$ cat config.mk
export PLATFORM = sky130hd
export DESIGN_NAME = mult_div_unit
export DESIGN_NICKNAME = d
export VERILOG_FILES = /design/src/rtl/mult_div_pkg.sv /design/src/rtl/mult_div_unit.sv
export SDC_FILE = /design/constraint.sdc
export NUM_CORES = 1
export LEC_CHECK = 0
export BUFFER_PORTS_ARGS = -buffer_cell sky130_fd_sc_hd__buf_2
export CORE_ASPECT_RATIO = 0.9
export CORE_MARGIN = 2
export CORE_UTILIZATION = 40
export DETAILED_ROUTE_END_ITERATION = 7
export GPL_TIMING_DRIVEN = 0
export PLACE_DENSITY = 0.68
export RECOVER_POWER = 50
export SYNTH_ARGS = -nofsm -noshare
export SYNTH_HDL_FRONTEND = slang
export SYNTH_SLANG_ARGS = --single-unit
$ cat constraint.sdc
create_clock -name Clock -period 4.79 [get_ports Clock]
set_input_delay 0.2395 -clock Clock [delete_from_list [all_inputs] [get_ports Clock]]
set_output_delay 0.2395 -clock Clock [all_outputs]
set_load 0.05 [all_outputs]
$ cat src/rtl/mult_div_pkg.sv
// Shared encodings and constants for the iterative HI/LO multiply/divide unit.
package mult_div_pkg;

    typedef enum logic [1:0] {
        OP_MULT  = 2'b00,
        OP_MULTU = 2'b01,
        OP_DIV   = 2'b10,
        OP_DIVU  = 2'b11
    } op_e;

    typedef enum logic [1:0] {
        IDLE = 2'b00,
        CALC = 2'b01,
        FIX  = 2'b10
    } state_e;

    localparam int ITERATIONS = 32;
    localparam int CNT_W      = $clog2(ITERATIONS);

    function automatic logic is_signed_op(input op_e op);
        return (op == OP_MULT) || (op == OP_DIV);
    endfunction

    function automatic logic is_div_op(input op_e op);
        return op[1];
    endfunction

endpackage

$ cat src/rtl/mult_div_unit.sv
// Iterative 32-bit multiply/divide unit owning the HI/LO pair: one shift-add or
// restoring-subtract step per cycle on operand magnitudes, sign fix-up at the end.
module mult_div_unit
    import mult_div_pkg::*;
#(
    parameter int WIDTH = 32
) (
    input  logic             Clock,
    input  logic             Reset_N,
    input  logic             Start,
    input  logic [1:0]       Op,
    input  logic [WIDTH-1:0] Operand_A,
    input  logic [WIDTH-1:0] Operand_B,
    input  logic             Write_HI,
    input  logic             Write_LO,
    input  logic [WIDTH-1:0] Write_Data,
    output logic [WIDTH-1:0] HI,
    output logic [WIDTH-1:0] LO,
    output logic             Busy,
    output logic             Done
);

    state_e               state_q, state_d;
    op_e                  op_q, op_d;
    logic [2*WIDTH-1:0]   acc_q, acc_d;
    logic [WIDTH-1:0]     opnd_q, opnd_d;
    logic                 neg_a_q, neg_a_d;
    logic                 neg_b_q, neg_b_d;
    logic [CNT_W-1:0]     cnt_q, cnt_d;
    logic [WIDTH-1:0]     hi_q, hi_d;
    logic [WIDTH-1:0]     lo_q, lo_d;
    logic                 busy_q, done_q;

    op_e                  start_op;
    logic                 start_signed;
    logic [WIDTH-1:0]     abs_a, abs_b;

    logic [WIDTH:0]       alu_x, alu_y;
    logic [WIDTH+1:0]     alu_r;
    logic [2*WIDTH-1:0]   step_acc;
    logic [2*WIDTH-1:0]   prod_fix;
    logic [WIDTH-1:0]     quo_fix, rem_fix;

    assign start_op     = op_e'(Op);
    assign start_signed = is_signed_op(start_op);
    assign abs_a        = (start_signed && Operand_A[WIDTH-1]) ? -Operand_A : Operand_A;
    assign abs_b        = (start_signed && Operand_B[WIDTH-1]) ? -Operand_B : Operand_B;

    // One adder/subtractor serves both: multiply adds the multiplicand to the
    // upper word, divide subtracts the divisor from the shifted partial remainder.
    assign alu_x = is_div_op(op_q) ? acc_q[2*WIDTH-1:WIDTH-1] : {1'b0, acc_q[2*WIDTH-1:WIDTH]};
    assign alu_y = {1'b0, opnd_q};
    assign alu_r = is_div_op(op_q) ? ({1'b0, alu_x} - {1'b0, alu_y})
                                   : ({1'b0, alu_x} + {1'b0, alu_y});

    always_comb begin
        if (is_div_op(op_q)) begin
            if (!alu_r[WIDTH+1]) begin
                step_acc = {alu_r[WIDTH-1:0], acc_q[WIDTH-2:0], 1'b1};
            end else begin
                step_acc = {acc_q[2*WIDTH-2:0], 1'b0};
            end
        end else if (acc_q[0]) begin
            step_acc = {alu_r[WIDTH:0], acc_q[WIDTH-1:1]};
        end else begin
            step_acc = {1'b0, acc_q[2*WIDTH-1:1]};
        end
    end

    // A zero divisor leaves the dividend magnitude as remainder, so the usual
    // remainder sign fix already restores the original dividend for HI.
    assign prod_fix = (neg_a_q ^ neg_b_q) ? -acc_q : acc_q;
    assign quo_fix  = (opnd_q == '0)        ? '1
                    : (neg_a_q ^ neg_b_q)   ? -acc_q[WIDTH-1:0] : acc_q[WIDTH-1:0];
    assign rem_fix  = neg_a_q ? -acc_q[2*WIDTH-1:WIDTH] : acc_q[2*WIDTH-1:WIDTH];

    always_comb begin
        // NOTE: every next-state signal takes its hold value first so no path leaves it unassigned (no latches).
        state_d = state_q;
        op_d    = op_q;
        acc_d   = acc_q;
        opnd_d  = opnd_q;
        neg_a_d = neg_a_q;
        neg_b_d = neg_b_q;
        cnt_d   = cnt_q;
        hi_d    = hi_q;
        lo_d    = lo_q;

        unique case (state_q)
            IDLE: begin
                if (Start) begin
                    state_d = CALC;
                    op_d    = start_op;
                    neg_a_d = start_signed & Operand_A[WIDTH-1];
                    neg_b_d = start_signed & Operand_B[WIDTH-1];
                    cnt_d   = '0;
                    if (is_div_op(start_op)) begin
                        acc_d  = {{WIDTH{1'b0}}, abs_a};
                        opnd_d = abs_b;
                    end else begin
                        acc_d  = {{WIDTH{1'b0}}, abs_b};
                        opnd_d = abs_a;
                    end
                end else begin
                    if (Write_HI) hi_d = Write_Data;
                    if (Write_LO) lo_d = Write_Data;
                end
            end
            CALC: begin
                acc_d = step_acc;
                cnt_d = cnt_q + 1'b1;
                if (cnt_q == CNT_W'(ITERATIONS - 1)) state_d = FIX;
            end
            FIX: begin
                state_d = IDLE;
                if (is_div_op(op_q)) begin
                    hi_d = rem_fix;
                    lo_d = quo_fix;
                end else begin
                    {hi_d, lo_d} = prod_fix;
                end
            end
            default: state_d = IDLE;
        endcase
    end

    // NOTE: state registers use non-blocking assignments so every flop samples pre-edge values.
    always_ff @(posedge Clock or negedge Reset_N) begin
        if (!Reset_N) begin
            state_q <= IDLE;
            op_q    <= OP_MULT;
            acc_q   <= '0;
            opnd_q  <= '0;
            neg_a_q <= 1'b0;
            neg_b_q <= 1'b0;
            cnt_q   <= '0;
            hi_q    <= '0;
            lo_q    <= '0;
            busy_q  <= 1'b0;
            done_q  <= 1'b0;
        end else begin
            state_q <= state_d;
            op_q    <= op_d;
            acc_q   <= acc_d;
            opnd_q  <= opnd_d;
            neg_a_q <= neg_a_d;
            neg_b_q <= neg_b_d;
            cnt_q   <= cnt_d;
            hi_q    <= hi_d;
            lo_q    <= lo_d;
            busy_q  <= (state_d != IDLE);
            done_q  <= (state_q == FIX);
        end
    end

    assign HI   = hi_q;
    assign LO   = lo_q;
    assign Busy = busy_q;
    assign Done = done_q;

endmodule

==> impl_results.md <==
- Post-DP HPWL: 50400 um
- CP arrival: 5.08 ns
- Syn avg cell area: 7.76 um^2
- Highest clock rate: 212 MHz
- Clk_skew: 0.0149 ns
- WL final: 64000 um
- R2R cell count: 16
- WHS Path Cells: 3
- Startpoint Class: flop
- Die Wd: 209 um
- Final period utilization: 98.4%
- Initial Utilization: 40.6%
- Cell area after synthesis: 0.0151 mm^2
- IO buf count: 168
- Critical Path RT: 5.16 ns
- Buf/Inv on CP: 5
- Crit path time final: 4.71 ns
- Routed Antenna Nets: 0
- Number of iterations in the first detailed-routing pass: 6
- DRC viols: 0
- Largest family of logic cells by synthesized area: compound AO/OA/AOI/OAI gates
- Hold Slack: 0.0702 ns
- CTS Buf Count: 17
- Clock H-tree levels: 4
- Max-slew headroom: -109%
- Final Hold Viols: 0
- Post-synth top flop: dfrtp_1
- # rows: 67
- Flop and latch count out of synthesis: 172
- Simple-Gate Fraction of Synth Area: 21.5%
- Complex-gate fraction of the synthesized area: 25.0%
- Die footprint: 0.0393 mm^2
- CTS tree: done
- Area of the core: 0.0372 mm^2
- Clk slew on worst S/H paths: 0.08 ns
- Largest net degree at the start of global routing: 119
- # Max-Cap Violations: 1
- Outcome: finished, violations left
- Die Ht: 188 um
- Root Driver: clkbuf_16
- Final Util: 47.0%
- Crit. End Element: flop
- Adder-Cell Fraction of Synth Area: 3.36%
- CTS Sinks: 172
- First-pass GRT wire length: 96500 um
- Initial antenna violation count: 0
- Vias: 16770
- EDFF count, synth: 0
- Vias/cell: 6.39
- CP top delay family: compound AO/OA/AOI/OAI gates
- Proportion of synthesized area in mux cells: 7.31%
- Fin nets: 2272
- Worst path slowest cell: a2111oi_4
- Seq/Total Area, Yosys: 28.5%
- Worst-Margin Slew: 3.13 ns
- Area grow syn2layout: 16.0%
- DRT iter0 DRCs: 2062
- Routed WL per cell: 24.4 um
- Final setup fails: 0
- Layout cells sized above 1: 13.1%
- Gr ovfl total: 0
- GRT Total Usage: 31.7%
- Vias in the first global route: 15917
- Clock Tree Buf Depth: 2
- Most used cell, CP: buf_4
- Post-Synthesis Cells: 1946
- Crit Path Class: reg -> reg
- ANT cells: 0
- Stages on the worst setup path: 16
- Xor/xnor share of the synthesized area: 9.51%
- CP peak stage delay: 0.53 ns
- Post-Syn Nets: 2089
- Tightest Hold Check Type: in -> reg
- # IOs: 169
- Crit-path max FO: 10
- Ys async rst share: 100%
- Yosys warning count: 0
- Synth cell types: 78
- Crit path cell chain: buf_4 > clkbuf_4 > buf_4 > clkbuf_2 > a21oi_1 > xnor2_1 > ha_1 > nand4_1 > nor4_1 > or3b_1 > a2111oi_4 > buf_4 > a21oi_1 > o31a_1 > o2111a_1 > a211oi_1
- Slew Limit Fails: 55
- Placer Congestion: 0.976
- Worst skew pair latency: 0.46 ns
- Violations in the final reports: capacitance limit, slew limit
## Yosys cell counts (all sizes together), types with 5 or more instances
cell type	count	area share (%)
a211oi	21	1.0
a21boi	6	0.30
a21o	12	0.60
a21oi	156	5.2
a221o	11	0.73
a221oi	7	0.41
a22oi	12	0.60
a31oi	27	1.1
a32o	5	0.33
and2	7	0.29
and3	24	0.99
buf	20	0.50
clkbuf	136	3.4
dfrtp	172	29
ha	39	3.2
inv	36	0.90
mux2	50	3.7
mux2i	54	3.6
nand2	197	4.9
nand2b	21	0.87
nand3	31	1.0
nand4	24	0.99
nor2	165	4.1
nor2b	11	0.46
nor3	53	1.8
nor3b	9	0.45
nor4	37	1.6
nor4b	6	0.35
o2111ai	5	0.29
o211ai	9	0.45
o21a	10	0.50
o21ai	212	7.0
o22ai	34	1.4
o31ai	30	1.6
o41ai	13	0.80
or3	32	1.4
or4	22	1.2
xnor2	101	5.9
xor2	63	3.7
## tightest hold or removal path, stage by stage
cell and delay (ns):
buf_2 0.12, a21oi_1 0.06, o21ai_1 0.06
## stage by stage
stage | instances | area, um^2 | setup slack, ns | setup TNS (ns)
finish | 2624 | 17500 | 0.0783 | 0
global route | 2624 | 17500 | -0.00659 | -0.00659
CTS | 2626 | 17400 | 0.0106 | 0
detailed placement | 2598 | 16600 | -2.28 | -62.74
global placement | 2597 | 16500 | -2.37 | -63.01
floorplan | 1946 | 15100 | 0.279 | 0
## kinds of logic (layout without fill, tap and decap cells)
kind of cell               after synthesis  count (layout)
adders and majority gates               40              40
muxes                                  104             104
and+or+nand+nor                        659             659
AOI/OAI and AO/OA                      614             614
DFF                                    172             172
buffers and inverters                  193             388
xor gates and xnor gates               164             164
## area by class of cell
| type | instances | area, um^2 |
|---|---|---|
| inverter | 37 | 143 |
| timing repair buffer | 176 | 841 |
| fill | 3801 | 19700 |
| tap | 483 | 604 |
| sequential | 172 | 4310 |
| buffer | 144 | 602 |
| clock inverter | 13 | 153 |
| clock buffer | 18 | 439 |
| multi-input combinational | 1581 | 10400 |
## worst paths after layout
path	from	endpoint	slack (ns)
max	op_q[1]$_DFFE_PN0P_	acc_q[59]$_DFFE_PN0P_	0.08
min	Write_Data[21]	HI[21]$_DFFE_PN0P_	0.07
max reg2reg	op_q[1]$_DFFE_PN0P_	acc_q[59]$_DFFE_PN0P_	0.08
min reg2reg	LO[7]$_DFFE_PN0P_	LO[7]$_DFFE_PN0P_	0.49
max in group asynchronous	Reset_N	acc_q[49]$_DFFE_PN0P_	1.65
min in group asynchronous	Reset_N	LO[18]$_DFFE_PN0P_	1.36
## timing repair
action,4_1_cts,5_1_grt
pin swaps,1,13
hold endpoints to repair,54,0
setup endpoints to repair,33,35
buffers inserted,2,4
resized for setup,60,62
hold buffers,1,0
## sequential cells by signal (all words and copies together), names as in the netlist
| name | flops |
|---|---|
| acc_q | 64 |
| HI | 32 |
| LO | 32 |
| opnd_q | 32 |
| cnt_q | 5 |
| state_q | 2 |
| Busy | 1 |
| Done | 1 |
| neg_a_q | 1 |
| neg_b_q | 1 |
| op_q | 1 |
## routing by layer
metal / vias to the layer above / part of all wire [%] / GRT usage [%]
met3: 179 / 9.3 / 4.53
met4: 0 / 4.8 / 14.5
met1: 8078 / 42 / 43.8
met2: 1017 / 44 / 49.3
li1: 7496 / - / -
met5: - / 0 / 0
## placed cells by master (no fill, tap or decap), types with 48 or more instances in the layout
cell type,Yosys,layout
nand2_1,197,194
o21ai_0,192,188
nor3_1,52,48
nor2_1,165,162
buf_2,0,108
xor2_1,63,63
clkbuf_1,136,176
mux2_2,49,49
xnor2_1,101,96
a21oi_1,156,145
dfrtp_1,172,171
mux2i_1,54,54
Power is not shown: default switching activity piles up to over one toggle a cycle in this logic, so the estimate is an artifact.
